<file path="config.mk">
export PLATFORM = sky130hd
export DESIGN_NAME = mult_div_unit
export DESIGN_NICKNAME = d
export VERILOG_FILES = /design/src/rtl/mult_div_unit.sv
export SDC_FILE = /design/constraint.sdc
export NUM_CORES = 1
export LEC_CHECK = 0
export ABC_AREA = 1
export CAP_MARGIN = 10
export CORE_AREA = 2 2 261 263
export CTS_CLUSTER_SIZE = 14
export DETAILED_ROUTE_END_ITERATION = 7
export DIE_AREA = 0 0 263 265
export HOLD_SLACK_MARGIN = 0.05
export SKIP_LAST_GASP = 1
export SLEW_MARGIN = 10
export SYNTH_ARGS = -nofsm -noshare
export SYNTH_HDL_FRONTEND = slang
export SYNTH_SLANG_ARGS = --single-unit
</file>
<file path="constraint.sdc">
create_clock -name clk -period 2.9 [get_ports clk]
set_clock_uncertainty 0.05 [all_clocks]
set_input_delay 0.58 -clock clk [delete_from_list [all_inputs] [get_ports clk]]
set_output_delay 0.58 -clock clk [all_outputs]
set_load 0.1 [all_outputs]
</file>
<file path="src/rtl/mult_div_unit.sv">
// Iterative signed multiply (Booth radix-2) / divide (restoring on magnitudes) producing HI/LO.
// Optional MULTDIV_DIVZERO_EXC_EN: divide by zero completes at once with a div_zero pulse.
module mult_div_unit #(
   parameter int WIDTH = 32
) (
   input  logic             clk,
   input  logic             reset_n,
   input  logic             start,
   input  logic             op,
   input  logic [WIDTH-1:0] a,
   input  logic [WIDTH-1:0] b,
   output logic             busy,
   output logic             done,
   output logic             div_zero,
   output logic [WIDTH-1:0] hi_out,
   output logic [WIDTH-1:0] lo_out
);

   localparam int CNT_W = $clog2(WIDTH);
   localparam logic [WIDTH-1:0] ONE_W   = {{(WIDTH-1){1'b0}}, 1'b1};
   localparam logic [CNT_W-1:0] ONE_CNT = {{(CNT_W-1){1'b0}}, 1'b1};

   typedef enum logic [1:0] {
      IDLE = 2'd0,
      CALC = 2'd1,
      FIX  = 2'd2
   } state_t;

   state_t           state_q, state_d;
   logic [CNT_W-1:0] cnt_q, cnt_d;
   logic             op_q, op_d;
   logic [WIDTH:0]   acc_q, acc_d;
   logic [WIDTH-1:0] q_q, q_d;
   logic             qm1_q, qm1_d;
   logic [WIDTH-1:0] m_q, m_d;
   logic             quo_neg_q, quo_neg_d;
   logic             rem_neg_q, rem_neg_d;
   logic             busy_q, busy_d;
   logic             done_q, done_d;
   logic             dz_q, dz_d;
   logic [WIDTH-1:0] hi_q, hi_d;
   logic [WIDTH-1:0] lo_q, lo_d;

   logic [WIDTH:0]   booth_sum_s;
   logic [WIDTH:0]   rem_sh_s;
   logic [WIDTH:0]   rem_diff_s;
   logic             dz_start_s;

   function automatic logic [WIDTH-1:0] neg_val(input logic [WIDTH-1:0] v);
      return ~v + ONE_W;
   endfunction

   function automatic logic [WIDTH-1:0] abs_val(input logic [WIDTH-1:0] v);
      return v[WIDTH-1] ? neg_val(v) : v;
   endfunction

`ifdef MULTDIV_DIVZERO_EXC_EN
   assign dz_start_s = op & (b == {WIDTH{1'b0}});
`else
   assign dz_start_s = 1'b0;
`endif

   // Single-step datapath: Booth add/sub on a one-bit-wider accumulator, restoring trial subtract
   always_comb begin
      case ({q_q[0], qm1_q})
         2'b01:   booth_sum_s = acc_q + {m_q[WIDTH-1], m_q};
         2'b10:   booth_sum_s = acc_q - {m_q[WIDTH-1], m_q};
         default: booth_sum_s = acc_q;
      endcase
      rem_sh_s   = {acc_q[WIDTH-1:0], q_q[WIDTH-1]};
      rem_diff_s = rem_sh_s - {1'b0, m_q};
   end

   // Control FSM and operand/result register next-state
   always_comb begin
      state_d   = state_q;
      cnt_d     = cnt_q;
      op_d      = op_q;
      acc_d     = acc_q;
      q_d       = q_q;
      qm1_d     = qm1_q;
      m_d       = m_q;
      quo_neg_d = quo_neg_q;
      rem_neg_d = rem_neg_q;
      hi_d      = hi_q;
      lo_d      = lo_q;
      done_d    = 1'b0;
      dz_d      = 1'b0;
      case (state_q)
         IDLE: begin
            if (start && dz_start_s) begin
               done_d = 1'b1;
               dz_d   = 1'b1;
            end else if (start) begin
               state_d   = CALC;
               cnt_d     = {CNT_W{1'b0}};
               op_d      = op;
               acc_d     = {(WIDTH+1){1'b0}};
               qm1_d     = 1'b0;
               quo_neg_d = a[WIDTH-1] ^ b[WIDTH-1];
               rem_neg_d = a[WIDTH-1];
               if (op) begin
                  q_d = abs_val(a);
                  m_d = abs_val(b);
               end else begin
                  q_d = b;
                  m_d = a;
               end
            end else begin
               state_d = IDLE;
            end
         end
         CALC: begin
            if (op_q) begin
               // remainder stays below |b| <= 2^(W-1), so bit W of the trial result is the borrow
               if (!rem_diff_s[WIDTH]) begin
                  acc_d = rem_diff_s;
                  q_d   = {q_q[WIDTH-2:0], 1'b1};
               end else begin
                  acc_d = rem_sh_s;
                  q_d   = {q_q[WIDTH-2:0], 1'b0};
               end
            end else begin
               acc_d = {booth_sum_s[WIDTH], booth_sum_s[WIDTH:1]};
               q_d   = {booth_sum_s[0], q_q[WIDTH-1:1]};
               qm1_d = q_q[0];
            end
            if (cnt_q == CNT_W'(WIDTH - 1)) begin
               state_d = FIX;
               cnt_d   = {CNT_W{1'b0}};
            end else begin
               cnt_d = cnt_q + ONE_CNT;
            end
         end
         FIX: begin
            state_d = IDLE;
            done_d  = 1'b1;
            if (op_q) begin
               hi_d = rem_neg_q ? neg_val(acc_q[WIDTH-1:0]) : acc_q[WIDTH-1:0];
               lo_d = quo_neg_q ? neg_val(q_q) : q_q;
            end else begin
               hi_d = acc_q[WIDTH-1:0];
               lo_d = q_q;
            end
         end
         default: begin
            state_d = IDLE;
         end
      endcase
      busy_d = (state_d != IDLE);
   end

   // State and datapath registers
   always_ff @(posedge clk or negedge reset_n) begin
      if (!reset_n) begin
         state_q   <= IDLE;
         cnt_q     <= {CNT_W{1'b0}};
         op_q      <= 1'b0;
         acc_q     <= {(WIDTH+1){1'b0}};
         q_q       <= {WIDTH{1'b0}};
         qm1_q     <= 1'b0;
         m_q       <= {WIDTH{1'b0}};
         quo_neg_q <= 1'b0;
         rem_neg_q <= 1'b0;
         busy_q    <= 1'b0;
         done_q    <= 1'b0;
         dz_q      <= 1'b0;
         hi_q      <= {WIDTH{1'b0}};
         lo_q      <= {WIDTH{1'b0}};
      end else begin
         state_q   <= state_d;
         cnt_q     <= cnt_d;
         op_q      <= op_d;
         acc_q     <= acc_d;
         q_q       <= q_d;
         qm1_q     <= qm1_d;
         m_q       <= m_d;
         quo_neg_q <= quo_neg_d;
         rem_neg_q <= rem_neg_d;
         busy_q    <= busy_d;
         done_q    <= done_d;
         dz_q      <= dz_d;
         hi_q      <= hi_d;
         lo_q      <= lo_d;
      end
   end

   assign busy     = busy_q;
   assign done     = done_q;
   assign div_zero = dz_q;
   assign hi_out   = hi_q;
   assign lo_out   = lo_q;

endmodule

</file>
==> results of run 1 <==
[state kept, by name, summed over array words and instances, names as in the netlist]
register / flops
op_q: 1
hi_out: 32
cnt_q: 5
q_q: 32
busy: 1
state_q: 2
m_q: 32
acc_q: 33
lo_out: 32
qm1_q: 1
done: 1
rem_neg_q: 1
quo_neg_q: 1
[path summary, 6_finish.rpt]
path / from / endpoint / slack (ns) / depth (start not counted)
min in group clk: lo_out[27] / lo_out[27] / 0.44 / 2
max reg2reg: m_q[1] / acc_q[0] / -0.33 / 22
max: m_q[1] / acc_q[0] / -0.33 / 22
max in group asynchronous: reset_n / m_q[13] / 2.03 / 2
min reg2reg: lo_out[27] / lo_out[27] / 0.44 / 2
min: reset_n / busy / 0.03 / 1
[cell families (layout without fill, tap and decap cells)]
group / count (synthesis) / after routing / synth area share
AOI/OAI and AO/OA: 627 / 627 / 0.205
xor gates and xnor gates: 111 / 111 / 0.0586
adders and majority gates: 75 / 75 / 0.0574
buffers and inverters: 410 / 887 / 0.100
DFF: 174 / 174 / 0.262
other: 1 / 1 / 0.000226
and+or+nand+nor: 1233 / 1233 / 0.317
[per-layer routing]
layer,track usage,wire (µm),vias up
met2,0.319,31700,718
met3,0.0242,4300,104
met1,0.277,32400,9287
met5,0,0,-
li1,-,-,9626
met4,0.0718,2450,0
[through the flow]
| stage | TNS [ns] | util |
|---|---|---|
| 6_report | -8.62 | 0.350 |
| 5_1_grt | -15.12 | 0.350 |
| 4_1_cts | -7.47 | 0.341 |
| 3_5_place_dp | -14.07 | 0.319 |
| 3_3_place_gp | -12.13 | 0.319 |
| 2_1_floorplan | 0 | - |
[placed cells by master (no fill, tap or decap), types with 7 or more instances in the layout]
cell	count
nand2_1	640
buf_4	461
inv_1	268
a21oi_1	231
o21ai_0	202
nor2_1	196
dfrtp_1	172
nand3_1	151
xor2_1	75
clkdlybuf4s50_1	65
nand2_2	57
ha_1	55
o21ai_1	47
nand4_1	33
nor3_1	31
inv_2	27
nor2_2	26
xnor2_1	26
a21oi_2	25
o21ai_2	18
nand3b_1	18
buf_6	18
nand2_4	17
clkbuf_16	17
nor2_4	16
ha_4	16
nand3_2	15
a31oi_1	14
a22oi_1	14
o21bai_1	12
o221ai_1	11
o211ai_1	10
o31ai_1	8
a21oi_4	7
xor2_2	7
or2_2	7
o22ai_1	7
[final cells by class]
type / count / area, µm²
inverters: 299 / 1130
clock inverters: 14 / 145
multi-input cells: 2047 / 11600
fillers: 7171 / 43400
repair buffers: 556 / 4570
well taps: 873 / 1090
flip-flops and latches: 174 / 4360
clock buffers: 18 / 429
[what timing repair did]
item                                   4_1_cts  5_1_grt
pin swaps                                   57       73
resized for setup                          191      132
endpoints found under the hold margin        0        0
setup buffers                               17       13
setup endpoints to repair                   34       36
gates cloned                                 4        0
==> impl_metrics.csv, run 1 <==
group,metric,value,unit
synth,seq_area_frac_synth,0.262,
routing,wl_per_cell,17.8,µm
final_layout,stdcell_area,0.0234,mm²
cts,cts_buffers,17,
routing,drc_errors,0,
grt,grt_max_degree,61,
synth,netlist_top_cells_area,"dfrtp_1 26%, nand2_1 16%, a21oi_1 7.9%",
place,placed_cell_area,0.0213,mm²
critical_path,crit_path_start_kind,"flip-flop",
final_layout,final_cells,3981,
grt,grt-ovfl-total,0,
timing,min_period,3.23,ns
final_layout,drive_gt1_frac,0.255,
place,place_inst,3916,
routing,wirelength,70800,µm
synth,syn_area,0.0166,mm²
place,hpwl,56500,µm
critical_path,cpMaxStageDelayCell,"dfrtp_1",
critical_path,cp-end-kind,"flip-flop",
synth,ys_ff_latch,174,
cts,cts_sinks,174,
synth,synth_cell_types,52,
synth,synth_area_per_cell,6.31,µm²
synth,synth_commonest_cells,"704 x nand2_1, 289 x inv_1, 263 x a21oi_1",
hold_path,min_path_type,"primary input to async pin",
floorplanning,dieArea,0.0697,mm²
timing,hold_ws,0.0346,ns
floorplanning,ioPinCount,135,
cts,root_buffer,"clkbuf_16",
grt,first_global_vias,18521,
timing,timing.fmax,310,MHz
critical_path,required,3.20,ns
outcome,violations,"setup timing",
synth,synthCells,2631,
routing,vias,19735,
cts,cts_hold_buf,0,
cts,clock_tree.buffer_depth,2,
critical_path,crit_chain,"inv_2 > buf_4 > buf_6 > fa_2 > nand2_2 > o21ai_2 > nand2_1 > nand2_2 > nand2_2 > nand2_4 > nand2_4 > nand2_4 > a21oi_2 > o21bai_1 > ha_1 > clkinv_4 > buf_4 > buf_6 > a21oi_4 > o21ai_1 > nand3_1 > o21ai_2",
grt,grtUsageTotal,0.200,
final_layout,diodes,0,
place,pre_cts_ws,-0.709,ns
routing,first_iter_violations,1807,
timing,post-route-period-util,1.11,
outcome,run_status,"finished, violations left",
cts,cts_tree,"yes",
final_layout,final_nets,3238,
timing,fin_ws,-0.327,ns
floorplanning,rows,95,
critical_path,cp_top_family,"buffers and inverters",
floorplanning,die_h,265,µm
place,place.gp.congestion,0.982,
routing,drt-pass1-iter-count,5,
place,portBuffers,133,
synth,synth_top_cell_area_share,0.262,
synth,synth_fp_nets,2774,
critical_path,crit_fanout,5,
grt,antenna_found_initial,0,
routing,viasPerCell,4.96,
run,max_cap_violations,0,
timing,worst_pin_slew,0.929,ns
final_layout,area_growth_syn_to_layout,40.8,%
floorplanning,die_x,263,µm
timing,drv_slew,0,
timing,rsz0062_at_grt,"true",
floorplanning,initial_core_util,0.248,
critical_path,crit_path_max_incr_delay,0.39,ns
routing,ant_nets,0,
synth,synth_edf_count,0,
critical_path,path_class,"flip-flop to flip-flop",
synth,yosysMostFrequentCell,"nand2_1",
cts,h-tree-depth,4,
grt,grt_pass1_wl,108000,µm
cts,clock_latency,0.48,ns
timing,hold_violations,0,
cts,clkTransAtPathRegs,0.07,ns
timing,setup_viol,33,
critical_path,crit_buf_inv,6,
synth,yosys.area.top_type,"dfrtp_1",
synth,yosys_warnings,0,
floorplanning,fp.coreArea,0.0668,mm²
synth,ys.flop_type,"dfrtp_1",
timing,max_slew_margin,0.380,
synth,async_flop_share,1.00,
critical_path,arrival,3.53,ns
Power of run 1 is left out: the tool's default activity adds up to more than one toggle a clock period on the data nets, which glitch-free logic cannot reach.
==> inputs of run 2 (changes only) <==
CTS_CLUSTER_DIAMETER = 150   (was default)
==> results of run 2 <==
No change in the layout: final DEF, timing and power equal those of run 1.
Power of run 2 is left out for the same reason.
==> inputs of run 3 (changes only) <==
CORE_AREA = 2 2 239 288   (was 2 2 261 263)
DIE_AREA = 0 0 241 290   (was 0 0 263 265)
==> impl_metrics.csv, run 3 (synthesis results as in run 1) <==
group,metric,value,unit
cts,clkTransAtPathRegs,0.08,ns
timing,worst_pin_slew,0.822,ns
critical_path,crit_path_start_kind,"flip-flop",
outcome,violations,"setup timing",
cts,clock_tree.buffer_depth,2,
routing,ant_nets,0,
timing,drv_slew,0,
routing,first_iter_violations,1491,
final_layout,postLayoutCoreUtil,0.348,
timing,rsz0062_at_grt,"true",
floorplanning,initial_core_util,0.248,
grt,grt_max_degree,78,
floorplanning,fp.coreArea,0.0669,mm²
routing,wl_per_cell,17.7,µm
grt,grt-ovfl-total,0,
floorplanning,ioPinCount,135,
critical_path,arrival,3.53,ns
grt,grtUsageTotal,0.198,
cts,clock_latency,0.49,ns
cts,h-tree-depth,4,
critical_path,path_class,"flip-flop to flip-flop",
timing,max_slew_margin,0.451,
final_layout,layout_commonest_cell,"nand2_1",
routing,vias,19357,
routing,wirelength,70500,µm
routing,drc_errors,0,
grt,first_global_vias,18849,
critical_path,crit_fanout,5,
outcome,run_status,"finished, violations left",
final_layout,top_register,"acc_q",
final_layout,final_cell_mix,"654 x nand2_1, 444 x buf_4, 275 x inv_1, 231 x a21oi_1, 201 x o21ai_0",
final_layout,area_growth_syn_to_layout,40.3,%
floorplanning,rows,104,
place,hpwl,55900,µm
timing,min_period,3.21,ns
final_layout,final_nets,3221,
final_layout,stdcell_area,0.0233,mm²
cts,root_buffer,"clkbuf_16",
cts,cts_sinks,174,
final_layout,largest_reg_flops,33,
place,placed_cell_area,0.0213,mm²
timing,hold_violations,0,
routing,viasPerCell,4.85,
place,place.gp.congestion,0.991,
cts,cts_buffers,17,
timing,post-route-period-util,1.11,
hold_path,min_path_type,"primary input to async pin",
grt,antenna_found_initial,1,
floorplanning,die_h,290,µm
place,portBuffers,133,
routing,drt-pass1-iter-count,5,
grt,grt_pass1_wl,107000,µm
floorplanning,die_x,241,µm
place,place_inst,3924,
floorplanning,dieArea,0.0699,mm²
run,max_cap_violations,0,
critical_path,cp-end-kind,"flip-flop",
timing,setup_viol,33,
final_layout,final_cells,3992,
timing,fin_ws,-0.305,ns
cts,cts_tree,"yes",
final_layout,drive_gt1_frac,0.246,
critical_path,required,3.22,ns
timing,timing.fmax,312,MHz
[run 3: cell types whose count changed in the layout (fill, tap and decap cells not counted), moves of 4 or more]
| cell | delta |
|---|---|
| inv_1 | +7 |
| nand2_4 | -7 |
| nand2_1 | +14 |
| a21oi_2 | +4 |
| buf_12 | +5 |
| ha_4 | +4 |
| nand2_2 | -7 |
| a21oi_4 | -4 |
| xor2_1 | +4 |
| buf_6 | -8 |
| buf_4 | -17 |
| inv_2 | -4 |
| ha_1 | -5 |
[run 3: per-layer routing]
layer / up-vias / part of all wire / global-route usage
li1: 9582 / - / -
met5: - / 0 / 0
met1: 9084 / 0.40 / 0.230
met3: 144 / 0.043 / 0.0284
met4: 0 / 0.052 / 0.0964
met2: 547 / 0.50 / 0.352
[run 3: area by class of cell]
cell class	count	area (µm²)
Fill cell	7346	43600
Multi-Input combinational cell	2047	11600
Timing Repair Buffer	539	4520
Sequential cell	174	4360
Inverter	299	1130
Tap cell	901	1130
Clock buffer	18	439
Clock inverter	13	149
Antenna cell	1	2.50
[run 3: critical path, stage by stage (launching register included)]
cell and delay (ns):
dfrtp_1 0.40, buf_6 0.14, nor3_2 0.13, buf_4 0.17, nand4_1 0.12, o31ai_2 0.26
xor2_1 0.25, inv_2 0.10, ha_4 0.28, nand2_2 0.07, nand2_2 0.06, nand2_2 0.06
nand2_2 0.06, a21oi_2 0.19, nand2_4 0.10, buf_6 0.13, nand2_2 0.04, nand2_1 0.05
nand2_1 0.08, nand3_1 0.07, nand2_1 0.08, nand3_2 0.08, nand2_1 0.07, nand2_1 0.04
[run 3: stage by stage]
stage	setup WS (ns)	hold slack [ns]	TNS, ns
global route	-0.522	0.0991	-13.55
global placement	-0.553	0.420	-12.55
finish	-0.305	0.0500	-7.88
detailed placement	-0.512	0.421	-13.05
CTS	-0.356	0.0529	-8.33
floorplan	0.00294	0.234	0
[run 3: path summary, 6_finish.rpt]
check / from / slack [ns] / depth (start not counted) / to
worst max-delay path: m_q[0] / -0.31 / 23 / acc_q[31]
worst min-delay path: reset_n / 0.05 / 1 / q_q[13]
worst max register to register: m_q[0] / -0.31 / 23 / acc_q[31]
worst min register to register: lo_out[11] / 0.44 / 2 / lo_out[11]
max in group asynchronous: reset_n / 2.01 / 2 / acc_q[30]
min in group clk: lo_out[11] / 0.44 / 2 / lo_out[11]
[run 3: what timing repair did]
item                                    4_1_cts  5_1_grt
hold buffers                                  0        0
endpoints found under the setup margin       34       34
cloned                                        5        3
buffers inserted                             21       10
gates resized for setup                     215       76
pin swaps                                    65       56
Power of run 3 is left out for the same reason.
